==> config.mk <==
export PLATFORM = sky130hd
export DESIGN_NAME = axi_lite_wrr_arbiter
export DESIGN_NICKNAME = d
export VERILOG_FILES = /design/src/rtl/axi_lite_wrr_arbiter.sv
export SDC_FILE = /design/constraint.sdc
export NUM_CORES = 1
export LEC_CHECK = 0
export ABC_AREA = 1
export BUFFER_PORTS_ARGS = -buffer_cell sky130_fd_sc_hd__buf_2
export CAP_MARGIN = 30
export CELL_PAD_IN_SITES_DETAIL_PLACEMENT = 1
export CELL_PAD_IN_SITES_GLOBAL_PLACEMENT = 1
export CORE_MARGIN = 3
export CORE_UTILIZATION = 41
export DETAILED_ROUTE_END_ITERATION = 10
export GPL_TIMING_DRIVEN = 0
export HOLD_SLACK_MARGIN = 0.12
export PLACE_DENSITY_LB_ADDON = 0.1
export SLEW_MARGIN = 20
export SYNTH_ARGS = -nofsm -noshare
export SYNTH_HDL_FRONTEND = slang
export SYNTH_SLANG_ARGS = --single-unit
==> constraint.sdc <==
create_clock -name clk_i -period 2.8 [get_ports clk_i]
set_clock_uncertainty 0.05 [all_clocks]
set_input_delay 0.28 -clock clk_i [delete_from_list [all_inputs] [get_ports clk_i]]
set_output_delay 0.28 -clock clk_i [all_outputs]
set_load 0.05 [all_outputs]
==> src/rtl/axi_lite_wrr_arbiter.sv <==
// -----------------------------------------------------------------------------
// axi_lite_wrr_arbiter
//   Weighted round-robin arbiter in front of one AXI-Lite crossbar request
//   port (instantiate once for reads and once for writes). Each master owns a
//   credit counter that is loaded from its weight. A winner keeps priority
//   until its credit runs out. Exactly one registered offer is presented at a
//   time, and that offer is held stable until the crossbar acknowledges it.
//
// Ports
//   clk_i      in   1                 clock, rising edge
//   rst_i      in   1                 asynchronous active-high reset
//   in_req_i   in   NUM_REQ           per-master request (AR/AW valid)
//   weight_i   in   NUM_REQ*WEIGHT_W  weight of master i at [i*WEIGHT_W+:WEIGHT_W]
//   out_req_o  out  1                 offer valid (registered)
//   out_sel_o  out  SEL_W             index of offered master (registered)
//   out_ack_i  in   1                 crossbar accepts the current offer
//   busy_o     out  1                 copy of out_req_o for status/debug
// -----------------------------------------------------------------------------
module axi_lite_wrr_arbiter #(
    parameter  int NUM_REQ  = 4,
    parameter  int WEIGHT_W = 4,
    localparam int SEL_W    = (NUM_REQ > 1) ? $clog2(NUM_REQ) : 1
) (
    input  logic                          clk_i,
    input  logic                          rst_i,
    input  logic [NUM_REQ-1:0]            in_req_i,
    input  logic [NUM_REQ*WEIGHT_W-1:0]   weight_i,
    output logic                          out_req_o,
    output logic [SEL_W-1:0]              out_sel_o,
    input  logic                          out_ack_i,
    output logic                          busy_o
);

    typedef enum logic {
        IDLE  = 1'b0,
        OFFER = 1'b1
    } state_t;

    state_t              r_state;
    state_t              w_state_nxt;
    logic                r_req;
    logic                w_req_nxt;
    logic [SEL_W-1:0]    r_sel;
    logic [SEL_W-1:0]    w_sel_nxt;
    logic [SEL_W-1:0]    r_ptr;
    logic [SEL_W-1:0]    w_ptr_nxt;
    logic [WEIGHT_W-1:0] r_credit     [NUM_REQ];
    logic [WEIGHT_W-1:0] w_credit_nxt [NUM_REQ];
    logic [WEIGHT_W-1:0] w_eff_weight [NUM_REQ];

    logic [SEL_W-1:0]    w_winner;
    logic                w_any;
    int                  w_scan_idx;
    logic [WEIGHT_W-1:0] w_avail;
    logic [WEIGHT_W-1:0] w_credit_dec;

    // A zero weight would starve a master, so it behaves as weight 1.
    for (genvar g = 0; g < NUM_REQ; g++) begin : g_weight
        logic [WEIGHT_W-1:0] w_raw;
        assign w_raw           = weight_i[g*WEIGHT_W +: WEIGHT_W];
        assign w_eff_weight[g] = (w_raw == '0) ? WEIGHT_W'(1) : w_raw;
    end

    // Rotating priority search: first requester at or after r_ptr, wrapping.
    always_comb begin
        // NOTE: every combinational output gets a default first, so no path
        // through the block leaves a variable unassigned and infers a latch.
        w_winner   = '0;
        w_any      = 1'b0;
        w_scan_idx = 0;
        for (int k = 0; k < NUM_REQ; k++) begin
            w_scan_idx = int'(r_ptr) + k;
            if (w_scan_idx >= NUM_REQ) begin
                w_scan_idx = w_scan_idx - NUM_REQ;
            end
            if (!w_any && in_req_i[SEL_W'(w_scan_idx)]) begin
                w_any    = 1'b1;
                w_winner = SEL_W'(w_scan_idx);
            end
        end
    end

    // Next-state / next-output logic. Outputs are registered, so neither
    // in_req_i nor out_ack_i reaches a port combinationally.
    always_comb begin
        w_state_nxt  = r_state;
        w_req_nxt    = r_req;
        w_sel_nxt    = r_sel;
        w_ptr_nxt    = r_ptr;
        w_credit_nxt = r_credit;

        // A zero credit is "fresh": the winner draws on its current weight.
        w_avail      = (r_credit[r_sel] != '0) ? r_credit[r_sel] : w_eff_weight[r_sel];
        w_credit_dec = w_avail - WEIGHT_W'(1);

        unique case (r_state)
            IDLE: begin
                if (w_any) begin
                    w_req_nxt   = 1'b1;
                    w_sel_nxt   = w_winner;
                    w_state_nxt = OFFER;
                end
            end
            OFFER: begin
                // The offer is frozen until ack; request changes are ignored.
                if (out_ack_i) begin
                    if (w_credit_dec == '0) begin
                        w_credit_nxt[r_sel] = '0;
                        w_ptr_nxt = (r_sel == SEL_W'(NUM_REQ - 1)) ? '0 : r_sel + SEL_W'(1);
                    end else begin
                        w_credit_nxt[r_sel] = w_credit_dec;
                        w_ptr_nxt           = r_sel;
                    end
                    // The pointer holder lost its turn, so its remaining burst
                    // is dropped and it reloads fresh next time.
                    if (r_sel != r_ptr) begin
                        w_credit_nxt[r_ptr] = '0;
                    end
                    w_req_nxt   = 1'b0;
                    w_state_nxt = IDLE;
                end
            end
            default: w_state_nxt = IDLE;
        endcase
    end

    always_ff @(posedge clk_i or posedge rst_i) begin
        if (rst_i) begin
            r_state <= IDLE;
            r_req   <= 1'b0;
            r_sel   <= '0;
            r_ptr   <= '0;
            // NOTE: the credit array is reset because zero carries meaning
            // ("fresh"); leaving it unknown would corrupt the first grants.
            for (int i = 0; i < NUM_REQ; i++) begin
                r_credit[i] <= '0;
            end
        end else begin
            // NOTE: sequential state uses non-blocking assignments so every
            // register samples pre-edge values regardless of statement order.
            r_state  <= w_state_nxt;
            r_req    <= w_req_nxt;
            r_sel    <= w_sel_nxt;
            r_ptr    <= w_ptr_nxt;
            r_credit <= w_credit_nxt;
        end
    end

    assign out_req_o = r_req;
    assign out_sel_o = r_sel;
    assign busy_o    = r_req;

endmodule
# --- Word level (Yosys, flattened, before mapping) ---
# Index checks and enable logic that the tools add are counted.
word_totals:
  reg_bits: 22
  latch_bits: 0
  ram_bits: 0
  romBits: 0
  input_bits: 23
  output_inout_bits: 4
  word_cells: 109
  n_memories: 0
op_classes:
  add_sub_neg: 9
  multipliers: 0
  div_mod_pow: 0
  n_lt_le_gt_ge: 12
  n_eq_ne: 4
  shift: 0
  n_mux: 52
  bitwise: 7
  reduce_logical: 17
ops:
  columns: ["cell", "n"]
  rows:
  - ["2-to-1 mux 16 bit", 4]
  - ["2-to-1 mux 4 bit", 11]
  - ["AND 16 bit", 2]
  - ["NOT 16 bit", 2]
  - ["zero test 4 bit", 5]
  - ["2-to-1 mux 2 bit", 10]
  - ["binary-select mux 4 bit (select 2 bit)", 2]
  - ["bitwise mux 16 bit", 1]
  - ["demux 4 bit (select 2 bit)", 2]
  - ["less-than comparator 2 x 4 -> 1 bit, second input constant", 4]
  - ["2-to-1 mux 1 bit", 16]
  - [">= comparator 3 bit, second input constant", 5]
  - ["binary-select mux 1 bit (select 2 bit)", 4]
  - ["subtractor 2 x 1 -> 2 bit, second input constant", 4]
  - ["adder 2 x 2 -> 3 bit, second input constant", 2]
  - ["less-than comparator 3 x 1 -> 1 bit, second input constant", 2]
  - ["NOT 2 -> 3 bit", 2]
  - ["AND reduction 2 bit", 3]
  - ["logical AND 1 bit", 5]
  - ["!= test 2 bit, second input constant", 2]
  - ["case mux 1 bit (2 select lines)", 2]
  - ["nonzero test 4 bit", 1]
  - ["subtractor 4 x 1 -> 4 bit, second input constant", 1]
  - ["adder 2 x 1 -> 3 bit, second input constant", 1]
  - ["6 further kinds", 8]

# --- Logic depth before layout (Yosys ltp) ---
# Gate-level depths: netlist (run 1).
logic_depth:
  ltp_word: 17
  depth_mapped: 20
  depth_no_buf: 19

# --- Least setup slack after synthesis (run 1) ---
# OpenSTA, ideal clock, no wires.
synth_path:
  kind: "register -> register"
  start: "reg r_sel[1] (netlist: out_sel_o[1])"
  end: "reg r_credit[0] in the netlist's numbering"
  t_arrival_ns: 2.320
  required_time_ns: 2.634
  path_slack_ns: 0.314
  path_stages_with_launch: 18
  cell_sequence: "dfrtp_1 > buf_2 > nand3_2 > nand2_2 > nand2_4 > nor2_8 > nand2_4 > nand2_4 > inv_4 > ha_1 > nand3_2 > nand2_4 > nor2_8 > nand2_8 > nand2_2 > nand2_1 > nand2_1 > nand2_1"
synth_between:
  elab_chain_cells: 13
  word_cells_on_any_way: 25
synth_lines:
  columns: ["item", "line_no", "source"]
  rows:
  - ["start, declared", "43", "logic [SEL_W-1:0] r_sel;"]
  - ["start signal, assigned", "143", "r_sel <= w_sel_nxt;"]
  - ["NOT 2 -> 3 bit (implied by the code)", "93, 108, 111", null]
  - ["binary-select mux 4 bit (select 2 bit)", "93", "w_avail = (r_credit[r_sel] != '0) ? r_credit[r_sel] : w_eff_weight[r_sel];"]
  - ["2-to-1 mux 4 bit (implied by the code) (2 in a row)", "93", null]
  - ["nonzero test 4 bit", "93", null]
  - ["2-to-1 mux 4 bit", "93", null]
  - ["subtractor 4 x 1 -> 4 bit", "94", "w_credit_dec = w_avail - WEIGHT_W'(1);"]
  - ["zero test 4 bit / bitwise mux 16 bit (equally long branches)", "107, 111", null]
  - ["2-to-1 mux 16 bit", "107", "if (w_credit_dec == '0) begin"]
  - ["2-to-1 mux 16 bit", "106", "if (out_ack_i) begin"]
  - ["2-to-1 mux 16 bit", "96", "unique case (r_state)"]
  - ["AND 16 bit (no source line)", null, null]
  - ["2-to-1 mux 16 bit (*)", "116", "if (r_sel != r_ptr) begin"]
  - ["end signal, assigned", "145", "r_credit <= w_credit_nxt;"]
  - ["end, declared", "47", "logic [WEIGHT_W-1:0] r_credit [NUM_REQ];"]
# Every way passes the cells marked *; elsewhere a longest branch is shown, timed or not. The select of a mux whose other input is x is not followed.
# A chain may end at the register's enable or synchronous reset.

# --- Final worst setup path (run 1) ---
# Same ends and word-level chain as after synthesis.

==> metrics.yaml, run 1 <==
pwr:
  power_switching_mw: 1.85
  power_mw: 3.18
  p_clk_frac: 0.063
  seqPwrFrac: 0.180
  swShare: 0.582
  p_int_mw: 1.33
  combPwrFrac: 0.757
  ir_worst_vdd_uv: 615
  p_leak_nw: 1.19
  pwr_density_cell_nw_per_um2: 1410
critical_path:
  reg2reg_depth: 18
  cp_slowest_cell: "dfrtp_1"
  r2r_end: "r_credit[0]$_DFFE_PP0P_"
  worst_setup_path_end_kind: "flip-flop"
  cp_common_cell: "nand2_1"
  slowest_delay_ns: 0.46
  setup.worst_path.start_class: "flip-flop"
  path_cells: "clkinv_1 > buf_4 > nand3_1 > nand2_1 > nand2_2 > nor2_8 > nand2_4 > nand2_4 > inv_4 > ha_1 > nand3_2 > nand2_4 > nor2_8 > nand2_8 > nand2_2 > nand2_1 > nand2_1 > nand2_1"
  crit_arrival_ns: 2.67
  r2r_slack_ns: 0.24
  r2r_start: "out_sel_o[1]$_DFFE_PP0P_"
  crit_type: "flip-flop to flip-flop"
  crit_fanout: 11
  worst_ep_required_time_ns: 2.91
synthesis:
  async_flop_share: 1.00
  netlist_instances: 293
  ys_seq_elements: 22
  synth_ff_type: "dfrtp_1"
  syn_nets: 326
  yosys_warnings: 0
  netlist_top_cells_area: "dfrtp_1 (28%), nand2_1 (19%), ha_1 (6.3%)"
  synth-seq-area-share: 0.275
  yosys.area.top_type: "dfrtp_1"
  synth_area_sq_um: 2000
  synth_cell_type_count: 34
  synth_edf_count: 0
  synth.top_cell.area_share: 0.275
  syn_avg_cell_area_sq_um: 6.83
route:
  drtAntennaViolNets: 0
  wirelength_um: 5600
  viasPerCell: 5.11
  drtIter0Drc: 81
  drc_errors: 0
  detail_route.wl_per_cell_um: 14.5
  via_count: 1979
  drt_pass1_iterations: 4
place:
  hpwl_um: 4350
  pre_cts_ws_ns: 0.221
  globalplace.congestion: 0.817
  io_buffers: 26
clock_network:
  clk_pin_slew_ns: 0.08
  cts_tree: "yes"
  postCtsHoldBufs: 0
  clock_path_buffers: 2
  clkLatencyLatePin_ns: 0.26
  cts_sinks: 22
  h-tree-depth: 1
  numCtsBuffers: 3
  cts-root-buf: "clkbuf_8"
final_layout:
  drive_gt1_frac: 0.242
  seqCellArea_sq_um: 551
  num-nets-final: 357
  post-route-util: 0.498
  area_growth_pct: 12.8
  n_antenna_cell: 0
  multiInputGateArea_sq_um: 1290
  nFillCells: 627
grt:
  grt_antenna_before_repair: 0
  grt_max_degree: 23
  grt_pass1_vias: 1967
  track_usage: 0.213
  grt_pass1_wl_um: 9290
  grt_overflow: 0
timing:
  slew_headroom: 0.426
  fmax_ghz: 0.391
  fin_setup_tns_ns: 0
  drv_slew: 0
  rsz0062_at_grt: "no"
  tightest_slew_ns: 0.860
  hold_ws_ns: 0.130
  layout_min_cycle_time_ns: 2.56
  hold_viol: 0
  setup_slack_ns: 0.244
  final-setup-viol-count: 0
  fin_crit_sh: 0.913
run:
  maxCapViolCount: 0
floorplanning:
  io_pins: 27
  die_y_um: 75.9
  die_w_um: 75.9
  rows: 24
  design.core.area_sq_um: 4530
  fp.dieArea_sq_um: 5750
  initial_core_util: 0.441
status:
  status: "completed"
hold_path:
  hold_class: "input port to asynchronous set/reset pin"
power by group through the flow:
stage          combinational (mW)  sequential (mW)  clock [mW]
2_1_floorplan                1.85            0.609           0
3_3_place_gp                 2.34            0.576           0
3_5_place_dp                 2.41            0.577           0
4_1_cts                      2.42            0.573       0.203
5_1_grt                      2.68            0.592       0.217
6_report                     2.41            0.573       0.201
sequential cells by signal, indices dropped and copies added (netlist names):
register,flops
r_credit,16
out_sel_o,2
r_ptr,2
busy_o,1
r_state,1
repair_timing:
action,in CTS,in global routing
endpoints found under the setup margin,0,3
setup buffers,0,0
gates resized for setup,0,1
kinds of logic (layout without fill, tap and decap cells):
| family | count (synthesis) | count (layout) | share of synthesized area |
|---|---|---|---|
| adder cells (fa/ha/maj) | 10 | 10 | 0.0625 |
| AND/OR/NAND/NOR | 177 | 177 | 0.437 |
| buffers and inverters | 35 | 64 | 0.0800 |
| flip-flops | 22 | 22 | 0.275 |
| AO/OA/AOI/OAI | 49 | 49 | 0.145 |
worst max-delay path: cells and delay by family (launching register included):
kind	cells	cell delay, ns
fa+ha+maj	1	0.23
buf+inv	3	0.35
flops	1	0.46
simple gates	14	1.35
cells in the mapped netlist, types with 2 or more instances:
| cell type | instances |
|---|---|
| buf_4 | 2 |
| inv_1 | 21 |
| buf_6 | 2 |
| nor2_1 | 32 |
| clkbuf_1 | 2 |
| nand2_4 | 6 |
| a21oi_2 | 5 |
| inv_2 | 3 |
| o21ai_1 | 16 |
| buf_2 | 3 |
| nor2_4 | 2 |
| nand3_2 | 5 |
| nand3_1 | 11 |
| nand2_1 | 100 |
| ha_1 | 10 |
| nor2_8 | 2 |
| o22ai_1 | 2 |
| o21ai_0 | 15 |
| dfrtp_1 | 22 |
| a21oi_1 | 6 |
| nand2_2 | 13 |
stage by stage:
step | cells | instance area, sq um
global placement | 384 | 2210
detailed placement | 384 | 2210
global route | 387 | 2260
floorplan | 293 | 2000
finish | 387 | 2260
CTS | 387 | 2250
area by class of cell:
| cell class | count | area share |
|---|---|---|
| Timing Repair Buffer | 26 | 0.0577 |
| Multi-Input combinational cell | 236 | 0.572 |
| Buffer | 9 | 0.0277 |
| Sequential cell | 22 | 0.244 |
| Clock buffer | 3 | 0.0183 |
| Inverter | 26 | 0.0444 |
| Tap cell | 65 | 0.0361 |
worst max path at each step:
stage | slack (ns) | from | to
4_1_cts | 0.22 | out_sel_o[1]$_DFFE_PP0P_ | r_credit[12]$_DFFE_PP0P_
3_3_place_gp | 0.28 | out_sel_o[1]$_DFFE_PP0P_ | r_credit[9]$_DFFE_PP0P_
5_1_grt | 0.03 | out_sel_o[1]$_DFFE_PP0P_ | r_credit[8]$_DFFE_PP0P_
3_5_place_dp | 0.22 | out_sel_o[1]$_DFFE_PP0P_ | r_credit[0]$_DFFE_PP0P_
2_1_floorplan | 0.31 | out_sel_o[1]$_DFFE_PP0P_ | r_credit[0]$_DFFE_PP0P_
6_report | 0.24 | out_sel_o[1]$_DFFE_PP0P_ | r_credit[0]$_DFFE_PP0P_
metal layers:
layer | GRT usage | part of all wire | vias up
met4 | 0.0427 | 0.011 | 0
met5 | 0 | 0 | -
li1 | - | - | 990
met3 | 0.0198 | 0.034 | 7
met1 | 0.296 | 0.47 | 951
met2 | 0.358 | 0.48 | 31
cells in the final DEF, fill, tap and decap left out, types with 3 or more instances in the layout:
master    Yosys  final
nand2_1     100    100
nor2_1       32     32
buf_2         3     28
dfrtp_1      22     22
inv_1        21     21
o21ai_1      16     16
o21ai_0      15     15
nand2_2      13     13
nand3_1      11     11
ha_1         10     10
nand2_4       6      6
a21oi_1       6      6
a21oi_2       5      5
nand3_2       5      5
inv_2         3      3
clkbuf_8      0      3
Power figures use the tool's default switching activity.
==> run 2, diff against run 1 <==
Settings changed: CAP_MARGIN 30 to 20, CTS_BUF_LIST set to sky130_fd_sc_hd__clkbuf_16, SKIP_CTS_REPAIR_TIMING set to 1.
==> metrics.yaml, run 2 (same netlist as run 1, synthesis figures left out) <==
final_layout:
  area_growth_pct: 14.4
  num-nets-final: 357  # unchanged
  regMostFlops: "r_credit"
  largest_register_ffs: 16  # unchanged
  layout_common_cells: "nand2_1 (100), nor2_1 (32), buf_2 (28)"
  drive_gt1_frac: 0.242  # unchanged
  design_area_sq_um: 2290  # +1.5%
  layout_commonest_cell: "nand2_1"
  n_antenna_cell: 0  # unchanged
floorplanning:
  die_w_um: 75.9  # unchanged
  design.core.area_sq_um: 4530  # unchanged
  initial_core_util: 0.441  # unchanged
  die_y_um: 75.9  # unchanged
  rows: 24  # unchanged
  io_pins: 27  # unchanged
  fp.dieArea_sq_um: 5750  # unchanged
place:
  placed_area_sq_um: 2210  # unchanged
  io_buffers: 26  # unchanged
  hpwl_um: 4350  # unchanged
  globalplace.congestion: 0.817  # unchanged
  pre_cts_ws_ns: 0.221  # unchanged
critical_path:
  crit_arrival_ns: 2.65  # -0.02 ns
  setup.worst_path.start_class: "flip-flop"
  worst_setup_path_end_kind: "flip-flop"
  worst_ep_required_time_ns: 2.89  # -0.02 ns
  slowest_delay_ns: 0.45  # about the same
  crit_type: "flip-flop to flip-flop"
  path_cells: "clkinv_1 > buf_4 > nand3_1 > nand2_1 > nand2_2 > nor2_8 > nand2_4 > nand2_4 > inv_4 > ha_1 > nand3_2 > nand2_4 > nor2_8 > nand2_8 > nand2_2 > nand2_1 > nand2_1 > nand2_1"
  cp_slowest_cell: "dfrtp_1"
  reg2reg_depth: 18  # unchanged
  critPathTopFamily: "simple AND/OR/NAND/NOR gates"
  worstSetupPathDepth: 18  # unchanged
  crit_fanout: 11  # unchanged
  cp_common_cell: "nand2_1"
  path_buf_inv: 3  # unchanged
timing:
  final-setup-viol-count: 0  # unchanged
  fmax_ghz: 0.391  # -0.10%
  rsz0062_at_grt: "no"
  hold_viol: 0  # unchanged
  drv_slew: 0  # unchanged
  setup_slack_ns: 0.241  # -0.00257 ns
  tightest_slew_ns: 0.893  # +0.0332 ns
  slew_headroom: 0.404  # -0.0222
  fin_setup_tns_ns: 0  # unchanged
  fin_crit_sh: 0.914  # +0.000917
  layout_min_cycle_time_ns: 2.56  # +0.00257 ns
  hold_ws_ns: 0.158  # +0.0275 ns
route:
  drtAntennaViolNets: 0  # unchanged
  drt_pass1_iterations: 4  # unchanged
  via_count: 1962  # -0.86%
  wirelength_um: 5620  # +0.46%
  detail_route.wl_per_cell_um: 14.5  # +0.46%
  drtIter0Drc: 75  # -7.4%
  viasPerCell: 5.07  # -0.86%
  drc_errors: 0  # unchanged
grt:
  grt_use_met2: 0.353  # -0.00570
  use_met1: 0.300  # +0.00406
  grt_pass1_vias: 1946  # -1.1%
  grt_antenna_before_repair: 0  # unchanged
  grt_max_degree: 23  # unchanged
  grt-busiest-layer: "met2"
  grt_overflow: 0  # unchanged
  grt_pass1_wl_um: 9330  # +0.44%
  track_usage: 0.214  # +0.00191
  met3_usage: 0.0237  # +0.00396
pwr:
  ir_worst_vdd_uv: 629  # +2.3%
  swShare: 0.566  # -0.0157
  pwr_density_cell_nw_per_um2: 1430  # +1.6%
  combPwrFrac: 0.733  # -0.024
  p_leak_nw: 1.21  # +1.3%
  p_clk_frac: 0.092  # +0.029
  power_switching_mw: 1.86  # +0.34%
  seqPwrFrac: 0.175  # -0.005
  p_int_mw: 1.42  # +7.0%
run:
  maxCapViolCount: 0  # unchanged
clock_network:
  cts-root-buf: "clkbuf_16"
  clkLatencyLatePin_ns: 0.25  # about the same
  numCtsBuffers: 3  # unchanged
  cts_sinks: 22  # unchanged
  clk_pin_slew_ns: 0.06  # -0.02 ns
  h-tree-depth: 1  # unchanged
  cts_tree: "yes"
  clock_path_buffers: 2  # unchanged
status:
  status: "completed"
hold_path:
  hold_class: "input port to asynchronous set/reset pin"
run 2: layout make-up:
class / count / area, sq um
repair buffers: 26 / 130
multi-input cells: 236 / 1290
fillers: 616 / 2240
well taps: 65 / 81.3
plain buffers: 9 / 62.6
clock buffers: 3 / 75.1
inverters: 26 / 100
flip-flops and latches: 22 / 551
run 2: per-layer routing:
layer  wire, um  share of wire
met1       2740           0.49
met2       2660           0.47
met3        135          0.024
met4         81          0.014
met5          0              0
run 2: worst paths after layout:
path / from / to / slack [ns]
setup reg to reg: out_sel_o[1]$_DFFE_PP0P_ / r_credit[12]$_DFFE_PP0P_ / 0.24
hold / removal: rst_i / r_credit[0]$_DFFE_PP0P_ / 0.16
hold reg to reg: r_credit[4]$_DFFE_PP0P_ / r_credit[4]$_DFFE_PP0P_ / 0.47
max in group asynchronous: rst_i / r_state$_DFF_PP0_ / 1.99
min in group clk_i: out_ack_i / r_state$_DFF_PP0_ / 0.16
setup / recovery: out_sel_o[1]$_DFFE_PP0P_ / r_credit[12]$_DFFE_PP0P_ / 0.24
run 2: power by group through the flow:
stage | Clock (mW) | Sequential, mW | Combinational, mW
after floorplan | 0 | 0.609 | 1.85
after global placement | 0 | 0.576 | 2.34
after detailed placement | 0 | 0.577 | 2.41
after CTS | 0.302 | 0.574 | 2.43
after global routing | 0.321 | 0.593 | 2.68
final | 0.301 | 0.574 | 2.41
run 2: metrics by stage:
| step | cells | util | power, mW |
|---|---|---|---|
| after floorplan | 293 | - | 2.46 |
| after global placement | 384 | 0.488 | 2.92 |
| after detailed placement | 384 | 0.488 | 2.99 |
| after CTS | 387 | 0.504 | 3.31 |
| after global routing | 387 | 0.505 | 3.60 |
| final | 387 | 0.505 | 3.28 |
